$ cat src/rtl/core_pkg.sv
// Shared CDB widths and the broadcast packet type used by the arbiter,
// reservation stations and ROB.
package core_pkg;

    localparam int CDB_W  = 2;
    localparam int PHYS_W = 6;
    localparam int ROB_W  = 6;

    typedef struct packed {
        logic [PHYS_W-1:0] tag;
        logic [63:0]       value;
        logic [ROB_W-1:0]  rob_tag;
    } cdb_pkt_t;

endpackage

$ cat src/rtl/cdb_arbiter_rr_multi_pick.sv
// Rotating-priority selector: grants up to K requests per cycle, scanning from
// start upward (mod N) and filling the lowest slots first. Purely combinational.
module rr_multi_pick #(
    parameter int N  = 4,
    parameter int K  = 2,
    parameter int IW = (N > 1) ? $clog2(N) : 1
) (
    input  logic [N-1:0]          req,
    input  logic [IW-1:0]         start,
    output logic [K-1:0][N-1:0]   grant,
    output logic [K-1:0]          slot_valid,
    output logic [K-1:0][IW-1:0]  slot_idx,
    output logic [IW-1:0]         next_ptr
);

    always_comb begin
        int          sum;
        logic        placed;
        logic [IW-1:0] idx;
        grant      = '0;
        slot_valid = '0;
        slot_idx   = '0;
        next_ptr   = start;
        sum        = 0;
        placed     = 1'b0;
        idx        = '0;
        for (int off = 0; off < N; off++) begin
            sum    = int'(start) + off;
            idx    = IW'((sum >= N) ? sum - N : sum);
            placed = 1'b0;
            for (int k = 0; k < K; k++) begin
                if (req[idx] && !placed && !slot_valid[k]) begin
                    grant[k][idx] = 1'b1;
                    slot_valid[k] = 1'b1;
                    slot_idx[k]   = idx;
                    // Pointer moves past the most recent (highest-slot) winner.
                    next_ptr      = (idx == IW'(N - 1)) ? '0 : idx + 1'b1;
                    placed        = 1'b1;
                end
            end
        end
    end

endmodule

$ cat src/rtl/cdb_arbiter.sv
// Common-data-bus arbiter: one-entry holding buffer per functional unit,
// rotating-priority pick of up to CDB_W results, registered CDB outputs.
module cdb_arbiter #(
    parameter int N_REQ  = 4,
    parameter int CDB_W  = core_pkg::CDB_W,
    parameter int PHYS_W = core_pkg::PHYS_W,
    parameter int ROB_W  = core_pkg::ROB_W,
    parameter int SRC_W  = $clog2(N_REQ)
) (
    input  logic                          clk,
    input  logic                          reset,
    input  logic                          flush,
    input  logic [N_REQ-1:0]              req_valid,
    output logic [N_REQ-1:0]              req_ready,
    input  logic [N_REQ-1:0][PHYS_W-1:0]  req_tag,
    input  logic [N_REQ-1:0][63:0]        req_value,
    input  logic [N_REQ-1:0][ROB_W-1:0]   req_rob_tag,
    output logic [CDB_W-1:0]              cdb_valid,
    output logic [CDB_W-1:0][PHYS_W-1:0]  cdb_tag,
    output logic [CDB_W-1:0][63:0]        cdb_value,
    output logic [CDB_W-1:0][ROB_W-1:0]   cdb_rob_tag,
    output logic [CDB_W-1:0][SRC_W-1:0]   cdb_src
);

    core_pkg::cdb_pkt_t              buf_pkt [N_REQ];
    logic [N_REQ-1:0]                buf_valid;
    logic [SRC_W-1:0]                rr_ptr_reg;
    logic [SRC_W-1:0]                rr_ptr_next;
    logic [CDB_W-1:0][N_REQ-1:0]     grant;
    logic [CDB_W-1:0]                slot_valid;
    logic [CDB_W-1:0][SRC_W-1:0]     slot_idx;
    logic [N_REQ-1:0]                grant_any;

    rr_multi_pick #(
        .N  (N_REQ),
        .K  (CDB_W),
        .IW (SRC_W)
    ) u_pick (
        .req        (buf_valid),
        .start      (rr_ptr_reg),
        .grant      (grant),
        .slot_valid (slot_valid),
        .slot_idx   (slot_idx),
        .next_ptr   (rr_ptr_next)
    );

    always_comb begin
        grant_any = '0;
        for (int k = 0; k < CDB_W; k++) begin
            grant_any = grant_any | grant[k];
        end
    end

    // A buffer being drained this cycle may be refilled on the same edge.
    assign req_ready = {N_REQ{~reset & ~flush}} & (~buf_valid | grant_any);

    genvar gi;
    generate
        for (gi = 0; gi < N_REQ; gi++) begin : g_buf
            logic               valid_reg;
            core_pkg::cdb_pkt_t pkt_reg;

            always_ff @(posedge clk or posedge reset) begin
                if (reset) begin
                    valid_reg <= 1'b0;
                end else if (flush) begin
                    valid_reg <= 1'b0;
                end else if (req_valid[gi] && req_ready[gi]) begin
                    valid_reg <= 1'b1;
                end else if (grant_any[gi]) begin
                    valid_reg <= 1'b0;
                end
            end

            // Payload is only meaningful while valid_reg is set.
            always_ff @(posedge clk) begin
                if (req_valid[gi] && req_ready[gi]) begin
                    pkt_reg <= '{tag: req_tag[gi], value: req_value[gi], rob_tag: req_rob_tag[gi]};
                end
            end

            assign buf_valid[gi] = valid_reg;
            assign buf_pkt[gi]   = pkt_reg;
        end

        for (gi = 0; gi < CDB_W; gi++) begin : g_slot
            logic               valid_reg;
            core_pkg::cdb_pkt_t pkt_reg;
            logic [SRC_W-1:0]   src_reg;

            always_ff @(posedge clk or posedge reset) begin
                if (reset) begin
                    valid_reg <= 1'b0;
                    pkt_reg   <= '0;
                    src_reg   <= '0;
                end else if (flush) begin
                    valid_reg <= 1'b0;
                    pkt_reg   <= '0;
                    src_reg   <= '0;
                end else begin
                    valid_reg <= slot_valid[gi];
                    pkt_reg   <= slot_valid[gi] ? buf_pkt[slot_idx[gi]] : '0;
                    src_reg   <= slot_valid[gi] ? slot_idx[gi] : '0;
                end
            end

            assign cdb_valid[gi]   = valid_reg;
            assign cdb_tag[gi]     = pkt_reg.tag;
            assign cdb_value[gi]   = pkt_reg.value;
            assign cdb_rob_tag[gi] = pkt_reg.rob_tag;
            assign cdb_src[gi]     = src_reg;
        end
    endgenerate

    always_ff @(posedge clk or posedge reset) begin
        if (reset) begin
            rr_ptr_reg <= '0;
        end else if (flush) begin
            rr_ptr_reg <= '0;
        end else begin
            rr_ptr_reg <= rr_ptr_next;
        end
    end

endmodule

$ cat config.mk
export PLATFORM = sky130hd
export DESIGN_NAME = cdb_arbiter
export DESIGN_NICKNAME = d
export VERILOG_FILES = /design/src/rtl/core_pkg.sv /design/src/rtl/cdb_arbiter_rr_multi_pick.sv /design/src/rtl/cdb_arbiter.sv
export SDC_FILE = /design/constraint.sdc
export NUM_CORES = 1
export LEC_CHECK = 0
export ABC_AREA = 1
export CORE_ASPECT_RATIO = 2
export CORE_MARGIN = 2
export CORE_UTILIZATION = 64
export CTS_CLUSTER_DIAMETER = 120
export DETAILED_ROUTE_END_ITERATION = 6
export DONT_BUFFER_PORTS = 1
export PLACE_DENSITY = 0.86
export REMOVE_ABC_BUFFERS = 1
export SETUP_SLACK_MARGIN = 0.2
export SLEW_MARGIN = 20
export SYNTH_ARGS = -nofsm -noshare
export SYNTH_HDL_FRONTEND = slang
export SYNTH_HIERARCHICAL = 1
export SYNTH_SLANG_ARGS = --single-unit
$ cat constraint.sdc
create_clock -name clk -period 5.8 [get_ports clk]
set_input_delay 0.87 -clock clk [delete_from_list [all_inputs] [get_ports clk]]
set_output_delay 0.87 -clock clk [all_outputs]
set_load 0.01 [all_outputs]
=== Word level (Yosys, flattened, before mapping) ===
Index checks and enable logic that the tools add are counted.
W data, S select, Z words.

* $add $sub $neg: 11
* Multiply operators: 0
* Divide/modulo/power cells: 0
* Order comparisons: 14
* Eq/ne operators: 4
* Shift-type cells: 0
* Multiplexer cells: 88
* Bitwise logic cells: 15
* Reduce and logical (&&, ||, !) cells: 32

{| class="wikitable"
|+ Operators by type and width
! cell !! number
|-
| $mux W76 || 8
|-
| $bmux W76 S2 || 2
|-
| $mux W2 || 29
|-
| $mux W1 || 33
|-
| $mux W4 || 8
|-
| $or A4 B4 Y4 || 8
|-
| $logic_and A1 B1 Y1 || 18
|-
| $ge A3 B3 Y1 const B || 5
|-
| $lt A2 B3 Y1 const B || 4
|-
| $reduce_bool A3 Y1 || 4
|-
| $logic_not A1 Y1 || 9
|-
| $reduce_bool A9 Y1 || 1
|-
| $add A2 B1 Y2 const B || 4
|-
| $bmux W1 S2 || 4
|-
| $demux W1 S2 || 4
|-
| $eq A2 B2 Y1 const B || 4
|-
| $ge A2 B1 Y1 const B || 4
|-
| $sub A2 B1 Y2 const B || 4
|-
| $add A2 B2 Y3 const B || 2
|-
| $not A2 Y3 || 2
|-
| $and A4 B4 Y4 || 1
|-
| $not A4 Y4 || 1
|-
| $add A2 B1 Y3 const B || 1
|-
| $ge A2 B3 Y1 const B || 1
|-
| other kinds (2) || 3
|}

* Flip-flop bits (word level): 468
* Latch bits: 0
* Memory bits (writable): 0
* ROM bits: 0
* Bits of input ports: 311
* Output and inout port bits: 162
* Word-level logic and storage cells: 191
* Memories kept: 0

=== Depth between registers and ports, before layout ===
Gate-level depths: netlist of run 1.

* Depth in word-level cells: 24
* Gate-level depth with buffers: 20
* Depth with buffers taken out: 16

=== By module ===
The synthesis of run 1 kept the hierarchy.

{| class="wikitable"
|+ By module, submodules not included
! module !! instances !! cells an instance !! area each (sq um) !! sequential area each (sq um)
|-
| cdb_arbiter || 1 || 1,998 || 19,805.2 || 13,232.7
|-
| rr_multi_pick || 1 || 138 || 747.0 || 0.0
|}

=== Worst setup path before layout of run 1 ===
No wires, ideal clock.

* Path type: register -> register
* From: reg rr_ptr_reg[0]
* To: reg g_buf[3].pkt_reg, in the netlist buf_pkt[0], enable pin
* Library setup time: 0.430 ns
* Arrival time: 3.482 ns
* Data required time: 5.370 ns
* Slack: 1.888 ns
* Stages on the path, launching flop included: 17
* Buffers on the path: 1
* Period minus slack after synthesis: 3.912 ns
* Cells stage by stage: dfrtp_1 -> inv_2 -> ha_1 -> buf_2 -> inv_2 -> nand3_2 -> nand2_4 -> nand2_4 -> inv_2 -> nand2_4 -> nor2_4 -> inv_2 -> o21ai_2 -> nor2_1 -> nand2_1 -> nand3_1 -> inv_1

{| class="wikitable"
|+ RTL lines
! what !! RTL line !! RTL
|-
| start, declared || cdb_arbiter.sv:27 || <nowiki>logic [SRC_W-1:0] rr_ptr_reg;</nowiki>
|-
| start signal, assigned || cdb_arbiter.sv:121 || <nowiki>rr_ptr_reg <= rr_ptr_next;</nowiki>
|-
| end signal, assigned || cdb_arbiter.sv:78 || <nowiki>pkt_reg <= '{tag: req_tag[gi], value: req_value[gi], rob_tag: req_rob_tag[gi]};</nowiki>
|-
| end, declared || cdb_arbiter.sv:61 || <nowiki>core_pkg::cdb_pkt_t pkt_reg;</nowiki>
|}

==> results of run 1 <==
cell usage in the layout, fill, tap and decap left out, drive strengths merged:
cell	count
nand2	678
diode	49
dfrtp	164
edfxtp	304
nand3	321
xor2	1
nor2	26
ha	6
bufinv	8
o21ai	12
a21oi	168
o22ai	2
clkbuf	55
o2111ai	1
nand4	1
buf	19
clkinv	14
inv	326
routing by layer:
layer  wire length, um  vias to the layer above  part of all wire  GRT usage
li1                  -                     6762                 -          -
met1             19100                     7501              0.30      0.427
met2             31400                     1400              0.50      0.597
met3              7520                      341              0.12      0.109
met4              5100                        4             0.081      0.259
met5                27                        -           0.00043          0
final timing paths:
path | slack [ps] | end | cells after the start
worst max-delay path | 1190 | buf_pkt[246] | 17
worst min-delay path | 230 | cdb_value[120] | 1
worst max register to register | 1190 | buf_pkt[246] | 17
worst min register to register | 630 | g_buf[1].valid_reg | 2
max in group asynchronous | 4240 | cdb_rob_tag[5] | 2
min in group clk | 380 | rr_ptr_reg[0] | 1
metrics by stage:
step                area [um2]  hold WS, ps  instances  setup WS [ps]  setup TNS, ps
finish                   22200          228       2578           1190              0
CTS                      22000          247       2529           1190              0
detailed placement       20600          613       2458           1300              0
global route             22200          270       2573            874              0
floorplan                19800          564       2016          -1690        -201790
global placement         20600          593       2458           1330              0
worst max-delay path: cells and delay by family (launching register included):
| kind | cells | cell delay [ps] |
|---|---|---|
| buffers and inverters | 5 | 1800 |
| and+or+nand+nor | 11 | 1080 |
| DFF | 1 | 810 |
| adders and majority gates | 1 | 470 |
synthesized netlist by cell type, drive strengths merged:
| library cell | count |
|---|---|
| nand2 | 678 |
| inv | 332 |
| nand3 | 321 |
| edfxtp | 304 |
| a21oi | 168 |
| dfrtp | 164 |
| buf | 84 |
| clkbuf | 36 |
| nor2 | 26 |
| o21ai | 12 |
| ha | 6 |
| o22ai | 2 |
| nand4 | 1 |
| o2111ai | 1 |
| xor2 | 1 |
logic make-up (layout without fill, tap and decap cells):
logic type               count (synthesis)  count (layout)  synth area share
AO/OA/AOI/OAI                          183             183            0.0458
adder cells (fa/ha/maj)                  6               6           0.00365
XOR/XNOR                                 1               1          0.000426
buffers and inverters                  452             422            0.0949
other                                    0              49                 0
flip-flops                             468             468             0.644
AND/OR/NAND/NOR                       1026            1026             0.211
power groups by stage:
stage                     clock (uW)  sequential (uW)  combinational (uW)
after floorplan                    0             4570                4240
after global placement             0             4740                5630
after detailed placement           0             4750                5830
after CTS                       2910             4690                5930
after global routing            3040             4740                6570
final                           2910             4700                6120
cell type report:
type	instances	area, um2
clock buffers	55	1120
well taps	423	529
repair buffers	19	193
clock inverters	16	287
diodes	49	123
multi-input cells	1216	5440
fillers	2228	9350
inverters	332	1260
flip-flops and latches	468	13200
==> run_results.csv, run 1 <==
group,metric,value,unit
route,drt_iter0_drc,2170,
synthesis,synth_top_area_frac,0.444,
synthesis,yosys.area.top_type,"edfxtp_1",
outcome,failed_checks,"DRC",
setup_path,cp_slowest_stage_delay,810,ps
synthesis,yosysWarnings,6,
setup_path,rr_startpoint,"rr_ptr_reg[0]",
place,routabilityCongestion,0.908,
cts,cts_tree,"done",
timing,final_hold_viol_count,0,
floorplanning,initial_core_util,0.652,
place,place_hpwl,38.4,mm
power,p_sw,6290,uW
power,swShare,0.458,
synthesis,syn_avg_cell_area,9.62,um2
cts,path_clk_slew,70,ps
synthesis,synth_cells,2136,
floorplanning,die-area,33600,um2
cts,cts_made_buffers,40,
setup_path,crit_chain,"inv_2 -> ha_1 -> inv_2 -> nand3_2 -> nand2_4 -> nand2_4 -> inv_2 -> nand2_4 -> nand2_2 -> nor2_4 -> nand2_1 -> nand2_1 -> nor2_1 -> nand2_1 -> nand3_1 -> clkinv_2 -> buf_4",
power,power.density,619,nW/um2
power,p_leak,0.0101,uW
cells_and_area,final_util,0.704,
floorplanning,rows,92,
timing,setup_viol,0,
route,vias_per_cell,6.21,
power,p_int,7440,uW
global_route,grt_use_total,0.374,
setup_path,crit_path_start_kind,"flop",
synthesis,synth-seq-cells,468,
setup_path,cp.required,6020,ps
setup_path,worstPathMaxFanout,42,
synthesis,ys_types,26,
timing,fin_skew,16.2,ps
cts,clock-sinks,468,
floorplanning,coreArea,31500,um2
route,vias,16000,
global_route,grt_pass1_wl,93.0,mm
job,max_cap_viol_count,0,
place,port_buffers,0,
setup_path,path_class,"flop to flop",
setup_path,endpoint_kind,"flop",
timing,timing.fmax,217,MHz
global_route,grt_pass1_vias,15700,
floorplanning,die_y,257,um
worst_hold_path,hp-class,"primary input to asynchronous set/reset pin",
route,totalWireLength,63.2,mm
synthesis,synth_area,20600,um2
route,ant_nets,0,
cts,htree_num_levels,2,
cells_and_area,layout-drive-gt1-share,0.0584,
cts,holdBufCountCts,0,
setup_path,startpoint,"rr_ptr_reg[0]",
cells_and_area,nets,2394,
timing,min_period,4610,ps
synthesis,ys_seq_area_frac,0.644,
power,total_power,13700,uW
timing,max_slew.worst_pin.slew,1160,ps
route,drt-pass1-iter-count,7,
timing,rsz0062_at_grt,"no",
timing,finalCritPeriodShare,0.794,
cts,cts_buffer_depth,3,
setup_path,cpMaxStageDelayCell,"dfrtp_1",
power,comb_power_share,0.446,
global_route,grt_max_degree,153,
route,drc,3,
timing,relSlewSlack,0.224,
cts,cts_root_buf,"clkbuf_16",
power,pwr-share-clk,0.212,
cts,insertion_delay,540,ps
synthesis,synth_area_leaders,"edfxtp_1 (44%), dfrtp_1 (20%), nand2_1 (12%)",
cells_and_area,syn_to_final_growth,7.97,%
setup_path,arrival,4820,ps
floorplanning,die_w,131,um
global_route,antenna_found_initial,44,
floorplanning,io_pins,473,
timing,maxSlewViolCount,0,
cts,cts_setup_buffers,0,
outcome,outcome,"finished with violations",
cells_and_area,largest_register_ffs,304,
route,wl_per_cell,24.5,um
global_route,overflow,0,
power,max-vdd-ir-drop,0.737,mV
power,p_seq_frac,0.342,
cts,cts_resized,0,
(Power assumes the default switching activity.)
==> inputs of run 2 (changes only) <==
--- a/config.mk
+++ b/config.mk
@@ -8,11 +8,11 @@
 export ABC_AREA = 1
 export CORE_ASPECT_RATIO = 2
 export CORE_MARGIN = 2
-export CORE_UTILIZATION = 64
+export CORE_UTILIZATION = 57
 export CTS_CLUSTER_DIAMETER = 120
 export DETAILED_ROUTE_END_ITERATION = 6
 export DONT_BUFFER_PORTS = 1
-export PLACE_DENSITY = 0.86
+export PLACE_DENSITY = 0.81
 export REMOVE_ABC_BUFFERS = 1
 export SETUP_SLACK_MARGIN = 0.2
 export SLEW_MARGIN = 20
==> constraint.sdc (replaced) <==
create_clock -name clk -period 4.1 [get_ports clk]
set_input_delay 0.615 -clock clk [delete_from_list [all_inputs] [get_ports clk]]
set_output_delay 0.615 -clock clk [all_outputs]
set_load 0.01 [all_outputs]
==> run_results.csv, run 2 (synthesized netlist as in run 1, its figures left out) <==
group,metric,value,unit
outcome,outcome,"finished with violations",
outcome,failed_checks,"DRC",
floorplanning,die_y,273,um
timing,finalCritPeriodShare,0.894,
floorplanning,rows,98,
setup_path,cp.required,3480,ps
global_route,grt_max_degree,153,
power,total_power,19400,uW
global_route,overflow,0,
place,dp_cells,2503,
global_route,grt_use_total,0.324,
floorplanning,initial_core_util,0.576,
setup_path,arrival,3050,ps
cts,cts_setup_buffers,0,
power,p_int,10500,uW
place,port_buffers,0,
cells_and_area,final_util,0.629,
cts,cts_root_buf,"clkbuf_16",
route,met1Wirelength,19.2,mm
floorplanning,io_pins,473,
cts,cts_buffer_depth,3,
route,wl_per_cell,23.9,um
setup_path,path_class,"flop to output pin",
route,drc,1,
floorplanning,die_w,138,um
route,vias,15800,
cells_and_area,n_fill_cell,2721,
route,wl_met2,31.4,mm
job,max_cap_viol_count,0,
timing,final_hold_viol_count,0,
cts,cts_tree,"done",
cells_and_area,nets,2413,
power,p_seq_frac,0.341,
timing,relSlewSlack,0.341,
timing,timing.fmax,273,MHz
timing,fin_skew,25.2,ps
power,swShare,0.460,
power,p_sw,8940,uW
cts,cts_resized,0,
power,comb_power_share,0.463,
timing,max_slew.worst_pin.slew,988,ps
cells_and_area,multi_input_area,5440,um2
cts,clock-sinks,468,
setup_path,cp_slowest_stage_delay,470,ps
place,routabilityCongestion,0.936,
global_route,antenna_found_initial,40,
cells_and_area,layout_commonest_cell,"nand2_1",
cts,holdBufCountCts,0,
floorplanning,coreArea,35700,um2
power,pwr-share-clk,0.196,
timing,fin_hold_ws,59.3,ps
setup_path,cpMaxStageDelayCell,"dfrtp_1",
power,max-vdd-ir-drop,1.38,mV
place,place_hpwl,40.3,mm
setup_path,reg2reg_depth,15,
setup_path,crit_chain,"inv_1 -> ha_2 -> inv_2 -> nand2_1 -> nand2_2 -> nand2_4 -> nand2_2 -> nor2_4 -> a21oi_1 -> nand2_1 -> nor2_1 -> a21oi_1",
route,drt-pass1-iter-count,7,
setup_path,timing.rr.end,"cdb_value[42]",
setup_path,r2r_slack,700,ps
floorplanning,die-area,37700,um2
power,power.density,867,nW/um2
route,dr.max_layer_used,"met5",
route,vias_per_cell,6.03,
route,totalWireLength,62.7,mm
worst_hold_path,hp-class,"primary input to asynchronous set/reset pin",
route,ant_nets,0,
route,drt_iter0_drc,1604,
global_route,grt_pass1_vias,15700,
cells_and_area,layout.cells.non_filler,2621,
cells_and_area,syn_to_final_growth,9.14,%
place,place_area,21000,um2
cells_and_area,regArea,13200,um2
setup_path,startpoint,"rr_ptr_reg[1]",
cts,htree_num_levels,2,
cells_and_area,largest_register_ffs,304,
timing,maxSlewViolCount,0,
power,p_leak,0.0102,uW
cts,path_clk_slew,70,ps
route,wl_met3,6.74,mm
cells_and_area,layout-drive-gt1-share,0.0700,
timing,setup_viol,0,
setup_path,worstPathMaxFanout,9,
timing,rsz0062_at_grt,"no",
cells_and_area,layout_common_cells,"nand2_1 (660), nand3_1 (319), inv_1 (317)",
setup_path,rr_startpoint,"rr_ptr_reg[1]",
global_route,grt_pass1_wl,92.5,mm
cts,cts_made_buffers,41,
timing,min_period,3660,ps
setup_path,crit_path_start_kind,"flop",
cts,insertion_delay,560,ps
setup_path,endpoint_kind,"output pin",
cells_and_area,final_area,22400,um2
-- run 2: cell count changes in the layout (fill, tap and decap cells not counted), sizes merged --
| cell | change |
|---|---|
| inv | +5 |
| clkinv | +4 |
| clkbuf | +4 |
| bufinv | -8 |
| buf | +18 |
| diode | -7 |
-- run 2: layout make-up --
type / count / area share
clock inverters: 17 / 0.00552
diodes: 42 / 0.00469
multi-input cells: 1216 / 0.242
flip-flops and latches: 468 / 0.590
clock buffers: 59 / 0.0534
repair buffers: 37 / 0.0224
inverters: 332 / 0.0565
well taps: 450 / 0.0251
-- run 2: power by group through the flow --
stage | Sequential [uW] | Combinational, uW | Clock, uW
after floorplan | 6460 | 6000 | 0
after global placement | 6710 | 8470 | 0
after detailed placement | 6720 | 8730 | 0
after CTS | 6630 | 8790 | 3850
after global routing | 6680 | 9690 | 4000
final | 6640 | 9000 | 3810
-- run 2: per-stage QoR --
stage / setup TNS [ps] / worst slack [ps]
6_report: 0 / 435
5_1_grt: 0 / 253
4_1_cts: 0 / 379
3_5_place_dp: 0 / 770
3_3_place_gp: 0 / 870
2_1_floorplan: -622920 / -3390
-- run 2: worst max-delay path, delay by kind of cell, from the launching register on --
kind | cells | cell delay, ps
flops | 1 | 470
fa+ha+maj | 1 | 470
compound gates | 2 | 440
buf+inv | 2 | 310
simple gates | 7 | 800
-- run 2: worst max path at each step --
stage	end	slack (ps)	cells past startpoint
final	req_ready[3]	440	12
after global routing	req_ready[3]	250	12
after CTS	req_ready[0]	380	12
after detailed placement	buf_pkt[87]	770	17
after global placement	buf_pkt[46]	870	15
after floorplan	cdb_rob_tag[0]	-3390	15
-- run 2: per-layer routing --
layer  vias to the layer above  track usage
li1                       6795            -
met1                      7383        0.359
met2                      1268        0.541
met3                       343       0.0792
met4                         4        0.244
met5                         -            0
